### config.mk
export PLATFORM = sky130hd
export DESIGN_NAME = pcs_rx_sync_ctrl
export DESIGN_NICKNAME = d
export VERILOG_FILES = /design/src/rtl/pcs_rx_sync_ctrl.sv
export SDC_FILE = /design/constraint.sdc
export NUM_CORES = 1
export LEC_CHECK = 0
export CORE_ASPECT_RATIO = 1.25
export CORE_MARGIN = 5
export CORE_UTILIZATION = 35
export DETAILED_ROUTE_END_ITERATION = 7
export PLACE_DENSITY = 0.61
export SLEW_MARGIN = 25
export SYNTH_ARGS = -nofsm -noshare
export SYNTH_HDL_FRONTEND = slang
export SYNTH_SLANG_ARGS = --single-unit
### constraint.sdc
create_clock -name rbc -period 2.6 [get_ports rbc]
set_clock_uncertainty 0.05 [all_clocks]
set_input_delay 0.26 -clock rbc [delete_from_list [all_inputs] [get_ports rbc]]
set_output_delay 0.26 -clock rbc [all_outputs]
set_load 0.02 [all_outputs]
### src/rtl/pcs_rx_sync_ctrl.sv
// 8b10b receive code-group synchronization: comma acquisition plus error-level
// hysteresis for declaring and dropping link sync, with a disparity re-seed on loss.
module pcs_rx_sync_ctrl #(
  parameter int unsigned COMMAS_TO_SYNC = 3,
  parameter int unsigned GOOD_TO_HEAL   = 4,
  parameter int unsigned ERRS_TO_LOSE   = 4
) (
  input  logic       rbc,
  input  logic       aresetn,
  input  logic       cg_valid,
  input  logic       signal_detect,
  input  logic       is_comma,
  input  logic       is_data,
  input  logic       code_err,
  input  logic       rd_err,
  output logic       sync_ok,
  output logic       rx_even,
  output logic       rd_resync,
  output logic [2:0] state,
  output logic [2:0] err_level,
  output logic [7:0] loss_cnt
);

  typedef enum logic [1:0] {
    LOS  = 2'd0,
    CDET = 2'd1,
    ACQ  = 2'd2,
    SYNC = 2'd3
  } sync_state_e;

  localparam logic [2:0] COMMAS_LIM = 3'(COMMAS_TO_SYNC);
  localparam logic [3:0] HEAL_LIM   = 4'(GOOD_TO_HEAL - 1);
  localparam logic [2:0] LOSE_LIM   = 3'(ERRS_TO_LOSE);

  sync_state_e state_q, state_d;
  logic [2:0]  comma_cnt_q, comma_cnt_d;
  logic [3:0]  good_cnt_q, good_cnt_d;
  logic [2:0]  err_level_q, err_level_d;
  logic [7:0]  loss_cnt_q, loss_cnt_d;
  logic        rx_even_q, rx_even_d;
  logic        rd_resync_q, rd_resync_d;
  logic        sync_ok_q;
  logic        cg_bad;
  logic [2:0]  err_inc;

  // rx_even_q marks that the previous group sat on an even position, so a comma
  // seen while it is set is misaligned.
  assign cg_bad  = code_err | rd_err | (is_comma & rx_even_q);
  assign err_inc = err_level_q + 3'd1;

  always_comb begin
    // NOTE: every next-state signal gets its default first, so no path leaves one unassigned and no latch is inferred.
    state_d     = state_q;
    comma_cnt_d = comma_cnt_q;
    good_cnt_d  = good_cnt_q;
    err_level_d = err_level_q;
    loss_cnt_d  = loss_cnt_q;
    rx_even_d   = rx_even_q;
    rd_resync_d = 1'b0;

    if (!signal_detect && (state_q != LOS)) begin
      state_d = LOS;
    end else if (cg_valid) begin
      rx_even_d = ~rx_even_q;
      unique case (state_q)
        LOS: begin
          if (is_comma) begin
            state_d     = CDET;
            comma_cnt_d = 3'd1;
            rx_even_d   = 1'b1;
          end
        end
        CDET: begin
          if (is_data && !cg_bad) begin
            state_d = (comma_cnt_q == COMMAS_LIM) ? SYNC : ACQ;
          end else begin
            state_d = LOS;
          end
        end
        ACQ: begin
          if (cg_bad) begin
            state_d = LOS;
          end else if (is_comma && !rx_even_q) begin
            state_d     = CDET;
            comma_cnt_d = comma_cnt_q + 3'd1;
            rx_even_d   = 1'b1;
          end
        end
        SYNC: begin
          if (cg_bad) begin
            good_cnt_d  = 4'd0;
            err_level_d = err_inc;
            if (err_inc == LOSE_LIM) state_d = LOS;
          end else if (err_level_q != 3'd0) begin
            if (good_cnt_q == HEAL_LIM) begin
              err_level_d = err_level_q - 3'd1;
              good_cnt_d  = 4'd0;
            end else begin
              good_cnt_d = good_cnt_q + 4'd1;
            end
          end
        end
        default: state_d = LOS;
      endcase
    end

    // Any entry into LOS is a loss event; reset itself never passes through here.
    if ((state_d == LOS) && (state_q != LOS)) begin
      rd_resync_d = 1'b1;
      loss_cnt_d  = (loss_cnt_q == 8'hFF) ? loss_cnt_q : loss_cnt_q + 8'd1;
      comma_cnt_d = 3'd0;
      good_cnt_d  = 4'd0;
      err_level_d = 3'd0;
    end
  end

  // NOTE: sequential state uses non-blocking assignments so every register samples pre-edge values.
  always_ff @(posedge rbc or negedge aresetn) begin
    if (!aresetn) begin
      state_q     <= LOS;
      comma_cnt_q <= 3'd0;
      good_cnt_q  <= 4'd0;
      err_level_q <= 3'd0;
      loss_cnt_q  <= 8'd0;
      rx_even_q   <= 1'b0;
      rd_resync_q <= 1'b0;
      sync_ok_q   <= 1'b0;
    end else begin
      state_q     <= state_d;
      comma_cnt_q <= comma_cnt_d;
      good_cnt_q  <= good_cnt_d;
      err_level_q <= err_level_d;
      loss_cnt_q  <= loss_cnt_d;
      rx_even_q   <= rx_even_d;
      rd_resync_q <= rd_resync_d;
      sync_ok_q   <= (state_d == SYNC);
    end
  end

  assign sync_ok   = sync_ok_q;
  assign rx_even   = rx_even_q;
  assign rd_resync = rd_resync_q;
  assign state     = {1'b0, state_q};
  assign err_level = err_level_q;
  assign loss_cnt  = loss_cnt_q;

endmodule

# After elaboration in Yosys (flattened, before gate mapping)
# Cells that the tools add are included.
# Widths: inputs -> output; s select.
[totals] word_cells=88 out_inout_bits=17 input_bits=8 ff_bits=23
[classes] bitwise=6 mux=36 addsub=5 reduce_logical=21 n_eq_ne=12
[ops] op="$mux 3" count=13
[ops] op="$mux 4" count=7
[ops] op="$mux 2" count=8
[ops] op="$reduce_bool 3->1" count=4
[ops] op="$ne 3x3->1 const B" count=3
[ops] op="$add 8x1->8 const B" count=1
[ops] op="$eq 8x8->1 const B" count=1
[ops] op="$pmux 2 s4" count=1
[ops] op="$add 3x1->3 const B" count=2
[ops] op="$eq 2x2->1 const B" count=3
[ops] op="$pmux 3 s2" count=1
[ops] op="$reduce_and 6->1" count=1
[ops] op="$reduce_bool 2->1" count=3
[ops] op="$mux 1" count=5
[ops] op="$reduce_and 5->1" count=1
[ops] op="$add 4x1->4 const B" count=1
[ops] op="$eq 4x2->1 const B" count=1
[ops] op="$logic_and 1x1->1" count=4
[ops] op="$logic_not 2->1" count=2
[ops] op="$reduce_and 2->1" count=2
[ops] op="$reduce_and 4->1" count=1
[ops] op="$eq 3x2->1 const B" count=1
[ops] op="$eq 3x3->1 const B" count=1
[ops] op="$logic_not 1->1" count=3
[ops] op="7 further kinds" count=10

# Depth between registers and ports, before layout
[logic_depth] word_depth=12 depth_mapped=9 depth_no_buf=8

# Least setup slack after synthesis
# OpenSTA, ideal clock, no wires.
[synth_timing] kind="register to register" startpoint="reg err_level_q[0], in the netlist err_level[0]" endpoint="reg comma_cnt_q[2]" slack_ns=0.353 path_stages_with_launch=9 period_less_slack_ns=2.247 setup_ns=0.128 arrival_ns=2.069 n_path_buf=0 path_cell_list="dfrtp_1 ha_1 ha_1 or2b_1 a21o_1 a31oi_4 nor4_4 nor2b_2 mux2_1"
[synth_between] elab_chain_len=11 word_cells_on_any_way=17
[synth_lines] item="start: declaration" line_no="38" source="logic [2:0] err_level_q, err_level_d;"
[synth_lines] item="start signal: assignment" line_no="132" source="err_level_q <= err_level_d;"
[synth_lines] item="$add 3x1->3 (*)" line_no="49" source="assign err_inc = err_level_q + 3'd1;"
[synth_lines] item="$eq 3x3->1 (*)" line_no="93" source="if (err_inc == LOSE_LIM) state_d = LOS;"
[synth_lines] item="$mux 2 (*)" line_no="93"
[synth_lines] item="$mux 2 (*)" line_no="90" source="if (cg_bad) begin"
[synth_lines] item="$pmux 2 s4 (*)" line_no="65" source="unique case (state_q)"
[synth_lines] item="$mux 2 (*)" line_no="63" source="end else if (cg_valid) begin"
[synth_lines] item="$mux 2 (*)" line_no="61" source="if (!signal_detect && (state_q != LOS)) begin"
[synth_lines] item="via state_d[1]" line_no="35" source="sync_state_e state_q, state_d;"
[synth_lines] item="$logic_not 2->1 (*)" line_no="108" source="if ((state_d == LOS) && (state_q != LOS)) begin"
[synth_lines] item="$logic_and 1x1->1 (*)" line_no="108"
[synth_lines] item="$ne 3x3->1 (no source line) (tied with other cells)"
[synth_lines] item="$reduce_and 6->1 (no source line)"
[synth_lines] item="end signal: assignment" line_no="130" source="comma_cnt_q <= comma_cnt_d;"
[synth_lines] item="end: declaration" line_no="36" source="logic [2:0] comma_cnt_q, comma_cnt_d;"
# The timed path passes the listed nets; every way through them passes the cells marked *.
# A chain may end at the register's enable or synchronous reset.

# Final worst setup path
[layout_timing] startpoint="reg comma_cnt_q[0]" endpoint="reg comma_cnt_q[0]"
[layout_between] elab_chain_len=10 word_cells_on_any_way=22
[layout_lines] item="$eq 3x2->1" line_no="75" source="state_d = (comma_cnt_q == COMMAS_LIM) ? SYNC : ACQ;"
[layout_lines] item="$mux 1" line_no="75"
[layout_lines] item="$mux 2" line_no="74" source="if (is_data && !cg_bad) begin"
[layout_lines] item="$pmux 2 s4" line_no="65"
[layout_lines] item="$mux 2" line_no="63"
[layout_lines] item="$mux 2" line_no="61"
[layout_lines] item="$logic_not 2->1" line_no="108"
[layout_lines] item="$logic_and 1x1->1" line_no="108"
[layout_lines] item="$ne 3x3->1 (no source line) (tied with other cells)"
[layout_lines] item="$reduce_and 6->1 (no source line)"
# Several ways; a longest one is shown, not always the timed one. The select of a mux whose other input is x is not followed.

==> results.md <==
- Status: completed
- Startpoint types: register
- Post-route DRC: 0
- CTS Buf Count: 3
- # diodes: 0
- Clock transition at path regs: around 0.080 ns
- CP delay by family, top: compound AO/OA/AOI/OAI gates
- Required @ worst endpoint: about 2.7 ns
- CTS max path bufs: 2
- Final Critical Period: roughly 2.4 ns
- Post-route ant nets: 0
- Reg-to-reg slack, setup: approximately 0.22 ns
- Avg Inst Size Synth: 10.1 sq um
- Fill count: between 300 and 400
- Period utilization: 0.916
- Crit Path Max Fanout: 9
- CTS tree: done
- I/O pin count: 25
- Inst Count DP: between 200 and 250
- Worst skew pair latency: 0.26 ns
- Worst slew margin: 0.570
- Final TNS setup: 0 ns
- CP Capture Type: register
- Die height: 80.3 um
- Gates resized, CTS repair: 0
- Final wirelength: slightly below 3 mm
- Combinational power share: 0.408
- Initial antenna violation count: 0
- Critical path class: reg2reg
- Number of max-cap violations: 0
- Number of global-route vias before repair: 1144
- Cell area after synthesis: 1390 sq um
- Sw Ratio: 0.366
- Syn nets: approximately 150
- CTS sink cnt: 23
- Fraction of registers with async set/reset: 1.00
- Final hold violation count: 0
- Clk pwr share: 0.178
- Synth unique cells: between 40 and 50
- Slew of the pin with the lowest slew margin: roughly 0.64 ns
- Min Hold Slack: between 0.2 and 0.3 ns
- Slew Viols, Final: 0
- Reg2reg end: comma_cnt_q[0]$_DFFE_PN0P_
- Syn Inst Count: 137
- Synth Warn #: 0
- Setup violations, final: 0
- Initial core utilization: 0.363
- Seq pwr share: 0.414
- Post-synth top flop: dfrtp_1
- Critical Path AT: approximately 2.5 ns
- Worst reg2reg startpoint: comma_cnt_q[0]$_DFFE_PN0P_
- Die ar.: ~5300 sq um
- Static Leak: around 0.72 nW
- Clock root buffer: clkbuf_8
- Via count: between 1000 and 1500
- Grt total ovfl: 0
- Largest net degree at the start of global routing: 24
- Sequential area share after synthesis: 0.416
- Cell Rows: 25
- Fmax: roughly 420 MHz
- RSZ-0062 raised after global routing: false
- Htree depth: 1
- Peak VDD IR: about 0.38 mV
- Int Power: 0.000784 W
- First-pass GRT wire length: between 5 and 6 mm
- Max stage delay on crit path: 0.41 ns
- DR vias/cell: about 5
- Post-DP Area: roughly 1700 sq um
- P_sw: approximately 0.00045 W
- Pre-antenna DRT Iters: 4
- Post-synth EDFFs: 0
- PwrDens: 719 nW/um^2
- Yosys reg bits: 23
- Critical-path top delay cell: dfrtp_1
- Commonest non-fill, non-tap cells in the layout: dfrtp_1 (23), clkdlybuf4s50_1 (23), nor2_1 (14)
- Design Area, Final: ~1700 sq um
- Worst reg-to-reg path cell count: 9
- Nets: 180
- Hold_buf cts: 0
- Layout cells sized above 1: 0.110
- Hpwl dp: 2.25 mm
- Drt wl/cell: between 10 and 15 um
- Most used cell, CP: ha_1
- Post-CTS Setup Bufs: 0
- Worst-path cell chain: ha_1 -> ha_1 -> a21oi_1 -> a211oi_2 -> o211a_4 -> nor4_4 -> buf_4 -> a311oi_1 -> a21o_1
- Drt initial violations: 75
- Number of buffers and inverters on the critical path: 1
- Port-buffer cells: 23
- Routability cong.: 0.832
- HP Class: in2async
- Final Instance Count excl. Fillers: between 200 and 250
- Area Overhead vs Synth: 24.2%
- GRT Resource Usage Total: 0.122
- Core Area: approximately 3800 sq um
- Width of the die: about 66 um
## how the worst max path moves through the flow
stage / startpoint / end / slack (ns) / cells after the start
2_1_floorplan: err_level[0]$_DFFE_PN0P_ / comma_cnt_q[2]$_DFFE_PN0P_ / 0.35 / 8
3_3_place_gp: is_comma / loss_cnt[7]$_DFFE_PN0P_ / 0.16 / 7
3_5_place_dp: is_comma / comma_cnt_q[0]$_DFFE_PN0P_ / 0.11 / 8
4_1_cts: comma_cnt_q[0]$_DFFE_PN0P_ / comma_cnt_q[0]$_DFFE_PN0P_ / 0.23 / 9
5_1_grt: comma_cnt_q[0]$_DFFE_PN0P_ / comma_cnt_q[0]$_DFFE_PN0P_ / 0.06 / 9
6_report: comma_cnt_q[0]$_DFFE_PN0P_ / comma_cnt_q[0]$_DFFE_PN0P_ / 0.22 / 9
## kinds of logic (layout without fill, tap and decap cells)
group                      Yosys count  after routing  synth area share
AOI/OAI and AO/OA                   34             34             0.184
adders and majority gates            8              8            0.0723
muxes                                4              4            0.0343
buffers and inverters               12             38            0.0461
and+or+nand+nor                     48             48             0.201
xor gates and xnor gates             7              7            0.0443
other                                1              1           0.00271
DFF                                 23             23             0.416
## layer usage
layer	global-route usage	part of all wire
met5	0	0
met4	0.0508	0.017
met3	0.0224	0.042
met2	0.200	0.48
met1	0.157	0.46
## flip-flops by register name (all words and copies together), names as in the netlist
| register | flops |
|---|---|
| loss_cnt | 8 |
| good_cnt_q | 4 |
| rx_even | 1 |
| state_q | 2 |
| rd_resync | 1 |
| sync_ok | 1 |
| err_level | 3 |
| comma_cnt_q | 3 |
## synth_stat cells (2+ instances only)
cell,instances,area (sq um)
nand2_1,4,15.0
a21o_1,3,22.5
nand3_1,6,30.0
o21ai_0,7,35.0
inv_1,7,26.3
a21oi_1,6,30.0
nor2_1,14,52.6
dfrtp_1,23,576
xnor2_1,7,61.3
nand4_1,2,12.5
buf_4,3,22.5
mux2_1,2,22.5
and3_1,3,18.8
a31oi_1,3,18.8
and2_1,2,12.5
ha_1,8,100
nand2b_1,4,25.0
a211oi_1,2,15.0
## power by group through the flow
stage / clock (W) / combinational, W / sequential (W)
2_1_floorplan: 0 / 0.000255 / 0.000569
3_3_place_gp: 0 / 0.000503 / 0.000517
3_5_place_dp: 0 / 0.000508 / 0.000521
4_1_cts: 0.000228 / 0.000511 / 0.000515
5_1_grt: 0.000244 / 0.000550 / 0.000530
6_report: 0.000220 / 0.000504 / 0.000513
## through the flow
| step | utilization | total power (W) | setup WS (ns) |
|---|---|---|---|
| global route | 0.451 | 0.00132 | 0.0649 |
| CTS | 0.451 | 0.00125 | 0.227 |
| floorplan | - | 0.000824 | 0.353 |
| detailed placement | 0.439 | 0.00103 | 0.107 |
| global placement | 0.439 | 0.00102 | 0.158 |
| finish | 0.451 | 0.00124 | 0.219 |
## final cells by class
cell class	instances	area, sq um	share of cell area
clock buffer	4	45.0	0.0262
sequential	23	576	0.335
tap	54	67.6	0.0393
timing repair buffer	27	260	0.151
multi-input combinational	102	746	0.433
inverter	7	26.3	0.0153
Power figures use the tool's default switching activity.
